===== config.mk =====
export PLATFORM = sky130hd
export DESIGN_NAME = osc_ddr_writer
export DESIGN_NICKNAME = d
export VERILOG_FILES = /design/src/rtl/osc_ddr_writer.sv
export SDC_FILE = /design/constraint.sdc
export NUM_CORES = 1
export LEC_CHECK = 0
export ABC_AREA = 1
export ABC_CLOCK_PERIOD_IN_PS = 4250
export BUFFER_PORTS_ARGS = -buffer_cell sky130_fd_sc_hd__buf_2
export CAP_MARGIN = 20
export CORE_MARGIN = 5
export CORE_UTILIZATION = 30
export CTS_CLUSTER_SIZE = 20
export DETAILED_ROUTE_END_ITERATION = 8
export GPL_ROUTABILITY_DRIVEN = 0
export SLEW_MARGIN = 20
export SYNTH_ARGS = -nofsm -noshare
export SYNTH_HDL_FRONTEND = slang
export SYNTH_SLANG_ARGS = --single-unit

===== constraint.sdc =====
create_clock -name i_clk -period 4.25 [get_ports i_clk]
set_input_delay 0 -clock i_clk [delete_from_list [all_inputs] [get_ports i_clk]]
set_output_delay 0 -clock i_clk [all_outputs]
set_load 0.02 [all_outputs]

===== src/rtl/osc_ddr_writer.sv =====
// Single-beat AXI4 write master for the oscilloscope capture path.
// Each start/addr/data request becomes one 64-bit write to DDR; errors and timeouts are tracked.
module osc_ddr_writer #(
  parameter int unsigned HOLDOFF = 2,
  parameter int unsigned ADDR_W  = 40,
  parameter int unsigned TIMEOUT = 4095
) (
  input  logic              i_clk,
  input  logic              i_rst,
  input  logic              i_start,
  input  logic [ADDR_W-1:0] i_addr,
  input  logic [63:0]       i_data,
  output logic              o_done,
  output logic              o_busy,
  output logic [15:0]       o_err_cnt,
  output logic              o_timeout,
  output logic [ADDR_W-1:0] m_axi_awaddr,
  output logic [7:0]        m_axi_awlen,
  output logic [2:0]        m_axi_awsize,
  output logic [1:0]        m_axi_awburst,
  output logic              m_axi_awvalid,
  input  logic              m_axi_awready,
  output logic [63:0]       m_axi_wdata,
  output logic [7:0]        m_axi_wstrb,
  output logic              m_axi_wlast,
  output logic              m_axi_wvalid,
  input  logic              m_axi_wready,
  input  logic [1:0]        m_axi_bresp,
  input  logic              m_axi_bvalid,
  output logic              m_axi_bready
);

  localparam int unsigned DATA_W = 64;
  localparam int unsigned ERR_W  = 16;
  localparam int unsigned TCNT_W = $clog2(TIMEOUT + 2);
  localparam int unsigned HCNT_W = (HOLDOFF > 0) ? $clog2(HOLDOFF + 1) : 1;

  typedef enum logic [1:0] {IDLE, XFER, RESP, HOLD} state_t;

  state_t              state, state_d;
  logic [TCNT_W-1:0]   tcnt, tcnt_d;
  logic [HCNT_W-1:0]   hcnt, hcnt_d;
  logic [ADDR_W-1:0]   awaddr_d;
  logic [DATA_W-1:0]   wdata_d;
  logic                awvalid_d, wvalid_d, bready_d, done_d, busy_d, timeout_d;
  logic [ERR_W-1:0]    err_cnt_d;
  logic                err_hit, tcnt_run, launch;

  // Fixed single-beat, full-width INCR burst attributes.
  assign m_axi_awlen   = 8'd0;
  assign m_axi_awsize  = 3'b011;
  assign m_axi_awburst = 2'b01;
  assign m_axi_wstrb   = 8'hFF;
  assign m_axi_wlast   = m_axi_wvalid;

  always_ff @(posedge i_clk or negedge i_rst) begin
    if (!i_rst) begin
      state         <= IDLE;
      tcnt          <= '0;
      hcnt          <= '0;
      m_axi_awaddr  <= '0;
      m_axi_wdata   <= '0;
      m_axi_awvalid <= 1'b0;
      m_axi_wvalid  <= 1'b0;
      m_axi_bready  <= 1'b0;
      o_done        <= 1'b0;
      o_busy        <= 1'b0;
      o_err_cnt     <= '0;
      o_timeout     <= 1'b0;
    end else begin
      state         <= state_d;
      tcnt          <= tcnt_d;
      hcnt          <= hcnt_d;
      m_axi_awaddr  <= awaddr_d;
      m_axi_wdata   <= wdata_d;
      m_axi_awvalid <= awvalid_d;
      m_axi_wvalid  <= wvalid_d;
      m_axi_bready  <= bready_d;
      o_done        <= done_d;
      o_busy        <= busy_d;
      o_err_cnt     <= err_cnt_d;
      o_timeout     <= timeout_d;
    end
  end

  always_comb begin
    state_d   = state;
    hcnt_d    = hcnt;
    awaddr_d  = m_axi_awaddr;
    wdata_d   = m_axi_wdata;
    awvalid_d = m_axi_awvalid;
    wvalid_d  = m_axi_wvalid;
    bready_d  = m_axi_bready;
    done_d    = 1'b0;
    err_hit   = 1'b0;
    tcnt_run  = 1'b0;
    launch    = 1'b0;

    unique case (state)
      IDLE: begin
        if (i_start) begin
          launch    = 1'b1;
          awaddr_d  = {i_addr[ADDR_W-1:3], 3'b000};
          wdata_d   = i_data;
          awvalid_d = 1'b1;
          wvalid_d  = 1'b1;
          err_hit   = (i_addr[2:0] != 3'b000);
          state_d   = XFER;
        end
      end
      XFER: begin
        tcnt_run = 1'b1;
        if (m_axi_awvalid && m_axi_awready) awvalid_d = 1'b0;
        if (m_axi_wvalid && m_axi_wready)   wvalid_d  = 1'b0;
        // A channel whose valid is already low has completed its handshake.
        if ((!m_axi_awvalid || m_axi_awready) && (!m_axi_wvalid || m_axi_wready)) begin
          bready_d = 1'b1;
          state_d  = RESP;
        end
      end
      RESP: begin
        if (m_axi_bvalid && m_axi_bready) begin
          bready_d = 1'b0;
          done_d   = 1'b1;
          err_hit  = (m_axi_bresp != 2'b00);
          hcnt_d   = '0;
          state_d  = HOLD;
        end else begin
          tcnt_run = 1'b1;
        end
      end
      HOLD: begin
        if (hcnt == HCNT_W'(HOLDOFF)) state_d = IDLE;
        else                          hcnt_d  = hcnt + HCNT_W'(1);
      end
      default: state_d = IDLE;
    endcase

    // Elapsed-cycle count since launch, saturating; value equals the current cycle index.
    tcnt_d = tcnt;
    if (launch)                     tcnt_d = TCNT_W'(1);
    else if (tcnt_run && tcnt != '1) tcnt_d = tcnt + TCNT_W'(1);

    timeout_d = o_timeout || (tcnt_d > TCNT_W'(TIMEOUT));
    err_cnt_d = (err_hit && o_err_cnt != '1) ? o_err_cnt + ERR_W'(1) : o_err_cnt;
    busy_d    = (state_d != IDLE);
  end

endmodule

Word-level counts from Yosys, hierarchy flattened
Cells that the tools add are included.
{"block": "word_totals", "register_bits": 140, "inputBits": 112, "out_inout_bits": 148, "word_cells": 78}
{"block": "op_classes", "n_addsub": 3, "n_lt_le_gt_ge": 1, "n_eq_ne": 12, "muxes": 27, "reduce_logical": 23}
{"operator": "$mux 13", "count": 2}
{"operator": "$add 16x1->16 const B", "count": 1}
{"operator": "$ne 16x16->1 const B", "count": 1}
{"operator": "$add 13x1->13 const B", "count": 1}
{"operator": "$gt 13x12->1 const B", "count": 1}
{"operator": "$ne 13x13->1 const B", "count": 1}
{"operator": "$mux 1", "count": 12}
{"operator": "$mux 2", "count": 6}
{"operator": "$ne 2x2->1 const B", "count": 6}
{"operator": "$reduce_and 3->1", "count": 4}
{"operator": "$pmux 1 s2", "count": 5}
{"operator": "$reduce_bool 2->1", "count": 5}
{"operator": "$pmux 2 s4", "count": 1}
{"operator": "$eq 2x2->1 const B", "count": 3}
{"operator": "$logic_and 1x1->1", "count": 6}
{"operator": "$pmux 2 s2", "count": 1}
{"operator": "$logic_or 1x1->1", "count": 3}
{"operator": "$reduce_bool 3->1", "count": 1}
{"operator": "$add 2x1->2 const B", "count": 1}
{"operator": "$eq 2x1->1 const B", "count": 1}
{"operator": "$logic_not 1->1", "count": 2}
{"operator": "$logic_not 2->1", "count": 1}
{"operator": "$reduce_and 2->1", "count": 1}

Longest topological paths before layout
{"block": "logic_depth", "word_depth": 8, "mapped_depth": 11, "ltp_nobuf": 10}

Worst setup path after synthesis
Ideal clock, no wire load.
{"block": "synth_timing", "path_kind": "reg2reg", "start": "register o_err_cnt[0]", "end": "register o_err_cnt[4]", "setup_time_ns": 0.117, "arrival_time_ns": 1.589, "required_ns": 4.133, "path_slack_ns": 2.545, "path_stages_with_launch": 10, "path_buffers": 1, "period_less_slack_ns": 1.705, "cell_sequence": "dfrtp_1 -> ha_1 -> inv_1 -> nor2_4 -> nand2_4 -> o21ai_4 -> inv_4 -> buf_6 -> nand2_1 -> nand2_1"}
{"block": "synth_via", "elab_chain_len": 2, "elab_cells_between_ends": 3, "classes_between": "1 x add/sub; 1 x eq/ne; 1 x reduce/logical"}
{"element": "from (decl)", "line": "15", "text": "output logic [15:0] o_err_cnt,"}
{"element": "from (signal assigned)", "line": "81", "text": "o_err_cnt <= err_cnt_d;"}
{"element": "parallel branches: the longest is 2 deep, another holds $add 16x1->16"}
Several ways; the timed one is not identified.
A chain may end at the register's enable or synchronous reset.

Final worst setup path
{"block": "layout_timing", "start": "register state[1]", "end": "register m_axi_wdata[5]"}
{"block": "layout_via", "elab_chain_len": 2}
{"element": "from (decl)", "line": "40", "text": "state_t state, state_d;"}
{"element": "from (signal assigned)", "line": "71", "text": "state <= state_d;"}
{"element": "$logic_not 2->1", "line": "99", "text": "unique case (state)"}
{"element": "$reduce_and 2->1 (no source line)"}
{"element": "to (signal assigned)", "line": "75", "text": "m_axi_wdata <= wdata_d;"}
{"element": "to (decl)", "line": "23", "text": "output logic [63:0] m_axi_wdata,"}
Every way passes these cells.

==> reports/summary.txt <==
DIE HEIGHT: 155 um
synthesized cell area: 0.00633 mm^2
CTS tree: built
Pwr Total: 6.27 mW
FFs w/ async S/R, synth: 1.00
worst hold slack: 157 ps
Worst Skew: 9.30 ps
boundary pin count: 260
Worst Path Arrival: 2700 ps
FF-to-FF End: m_axi_wdata[5]$_DFFE_PN0P_
1st-iter DRT viols: 351
HP Class: input port to async pin
GRT Util Overall: 0.148
chip width: 155 um
Initial Util: 0.303
nets: 1243
Max-slew headroom: 0.447
most common cell after layout, fill and taps aside: nand2_1
CTS root buf: clkbuf_16
CTS Buf Count: 17
LEAKAGE: 5.14 nW
Worst R2R Start: state[1]$_DFF_PN0_
Power Density: 671 mW/mm^2
largest family of logic cells by synthesized area: simple AND/OR/NAND/NOR gates
Final Critical Period: 2390 ps
crit path to: m_axi_wdata[5]$_DFFE_PN0P_
endpoints failing setup: 0
Via density: 4.22
CP Launch Type: register
Netlist cell types: 29
Slew @ Worst Pin: 829 ps
Post-Synth XOR/XNOR Area: 0.0194
final period utilization: 0.562
Slew Limit Fails: 0
global route overflow: 0
Crit Path Class: register to register
most frequent cells in the layout: 433 x nand2_1, 234 x buf_2, 140 x dfrtp_1
register-to-register setup slack: 1860 ps
H-tree depth: 4
prevailing post-synth register cell: dfrtp_1
first-pass GRT wire length: 29100 um
post-synthesis compound-gate area fraction: 0.0275
Post-DRT Antenna Nets: 0
Fin. Hold Viols: 0
Synth-to-Final Area Change: 47.7%
Clock transition at path regs: 70 ps
Ys Warns: 0
fin area: 0.00935 mm^2
maximum vdd drop: 0.000271 V
pin count of the biggest net entering global routing: 66
Buffers on Ports: 235
Seq/Total Area, Yosys: 0.553
# Max-Cap Violations: 0
Fin Setup TNS: 0 ps
DRT Wirelength: 18100 um
vias in the first global route: 5949
wire per inst: 12.8 um
clk buf depth: 2
CP max FO: 60
worst skew pair latency: 410 ps
die area: 0.0241 mm^2
Syn Area/Cell: 8.07 um^2
Clock Sinks: 140
post-route DRC violation count: 0
Worst Setup SP: state[1]$_DFF_PN0_
core area: 0.0209 mm^2
CP Data Required Time: 4560 ps
drt first pass iters: 4
EDFF count, synth: 0
DR vias: 5957
flop and latch count out of synthesis: 140
mux contribution to synthesized area: 0
placed inst area: 0.00770 mm^2
fillers: 2031
Max Clk Rate: 418 MHz
FP Rows: 53
status: complete, no violations
DPL Wire Length: 12000 um
Post-CTS Repair Setup Buffers: 0
CP endpoint kind: register
fraction of the mapped netlist area in adder cells: 0.0178
initial antenna violation count: 0
unrepaired setup endpoints after global routing: false
layout cell share with drive strength beyond 1: 0.250
post_cts resized: 0
Post-Synth Simple-Gate Area: 0.312
Post-Syn Instances: 785
R2R depth: 7
-- logic make-up (layout without fill, tap and decap cells) --
kind of cell | after synthesis | count (layout)
adder cells (fa/ha/maj) | 9 | 9
flip-flops | 140 | 140
buffers and inverters | 85 | 412
XOR/XNOR | 14 | 14
AO/OA/AOI/OAI | 28 | 28
AND/OR/NAND/NOR | 507 | 507
other | 2 | 25
-- metal layers --
layer  global-route usage  vias to the layer above  part of all wire
li1                     -                     3023                 -
met1                0.185                     2695              0.43
met2                0.241                      201              0.47
met3               0.0387                       38             0.070
met4               0.0634                        0             0.027
met5                    0                        -                 0
-- worst max-delay path, stage by stage (launching register included) --
cell,delay (ps)
dfrtp_1,410
inv_1,120
ha_1,240
nand2_4,80
clkinv_2,630
buf_4,580
nand2_1,130
nand2_1,60
-- per-stage QoR --
step	setup WS (ps)	util	cells
after floorplan	2540	-	807
after global routing	1580	0.447	1409
after global placement	1660	0.368	1271
final	1860	0.448	1410
after CTS	1810	0.447	1409
after detailed placement	1820	0.369	1272
-- final cells by class --
| type | count | area, um^2 | share of cell area |
|---|---|---|---|
| Antenna cell | 1 | 2.50 | 0.000268 |
| Clock buffer | 17 | 425 | 0.0455 |
| Clock inverter | 14 | 156 | 0.0167 |
| Inverter | 35 | 135 | 0.0145 |
| Multi-Input combinational cell | 582 | 2480 | 0.265 |
| Sequential cell | 140 | 3500 | 0.375 |
| Tap cell | 275 | 344 | 0.0368 |
| Timing Repair Buffer | 346 | 2300 | 0.246 |
-- state kept, by name (all words and copies together), names as in the netlist --
| register | count |
|---|---|
| o_err_cnt | 16 |
| o_timeout | 1 |
| o_done | 1 |
| m_axi_bready | 1 |
| hcnt | 2 |
| m_axi_wlast | 1 |
| m_axi_wdata | 64 |
| m_axi_awvalid | 1 |
| m_axi_awaddr | 37 |
| o_busy | 1 |
| state | 2 |
| tcnt | 13 |
-- cells in the mapped netlist (2+ instances only) --
| library cell | count | area share |
|---|---|---|
| buf_2 | 4 | 0.0032 |
| nand3_1 | 16 | 0.013 |
| buf_4 | 25 | 0.030 |
| xnor2_1 | 10 | 0.014 |
| nand4_1 | 5 | 0.0049 |
| buf_6 | 2 | 0.0036 |
| nand2_1 | 434 | 0.26 |
| inv_1 | 33 | 0.020 |
| xor2_1 | 4 | 0.0055 |
| nor2_1 | 42 | 0.025 |
| nor3_1 | 2 | 0.0016 |
| a21oi_1 | 5 | 0.0040 |
| dfrtp_1 | 140 | 0.55 |
| nand3b_1 | 2 | 0.0024 |
| nor2_4 | 2 | 0.0036 |
| nand2_2 | 2 | 0.0020 |
| clkbuf_1 | 19 | 0.011 |
| o21ai_0 | 17 | 0.013 |
| o21ai_4 | 2 | 0.0051 |
| ha_1 | 9 | 0.018 |
| conb_1 | 2 | 0.0012 |
-- worst min path at each step --
stage	from	end	slack (ps)	cells past startpoint
after floorplan	i_rst	hcnt[0]$_DFFE_PN0P_	-300	0
after global placement	i_rst	m_axi_awaddr[22]$_DFFE_PN0P_	40	1
after detailed placement	i_rst	m_axi_awaddr[22]$_DFFE_PN0P_	40	1
after CTS	i_rst	o_done$_DFF_PN0_	170	2
after global routing	i_rst	m_axi_awaddr[8]$_DFFE_PN0P_	230	2
final	i_rst	m_axi_awaddr[29]$_DFFE_PN0P_	160	2
-- power by group --
| group | switching (mW) | internal [mW] | total, mW |
|---|---|---|---|
| sequential | 0.321 | 1.88 | 2.20 |
| combinational | 1.72 | 0.861 | 2.59 |
| clock | 0.613 | 0.874 | 1.49 |
| total | 2.66 | 3.61 | 6.27 |
-- repair_timing --
item / CTS / global route
hold buffers: 106 / 0
endpoints found under the setup margin: 0 / 0
endpoints found under the hold margin: 169 / 0
Note: power is estimated with default switching activity, not from simulation.
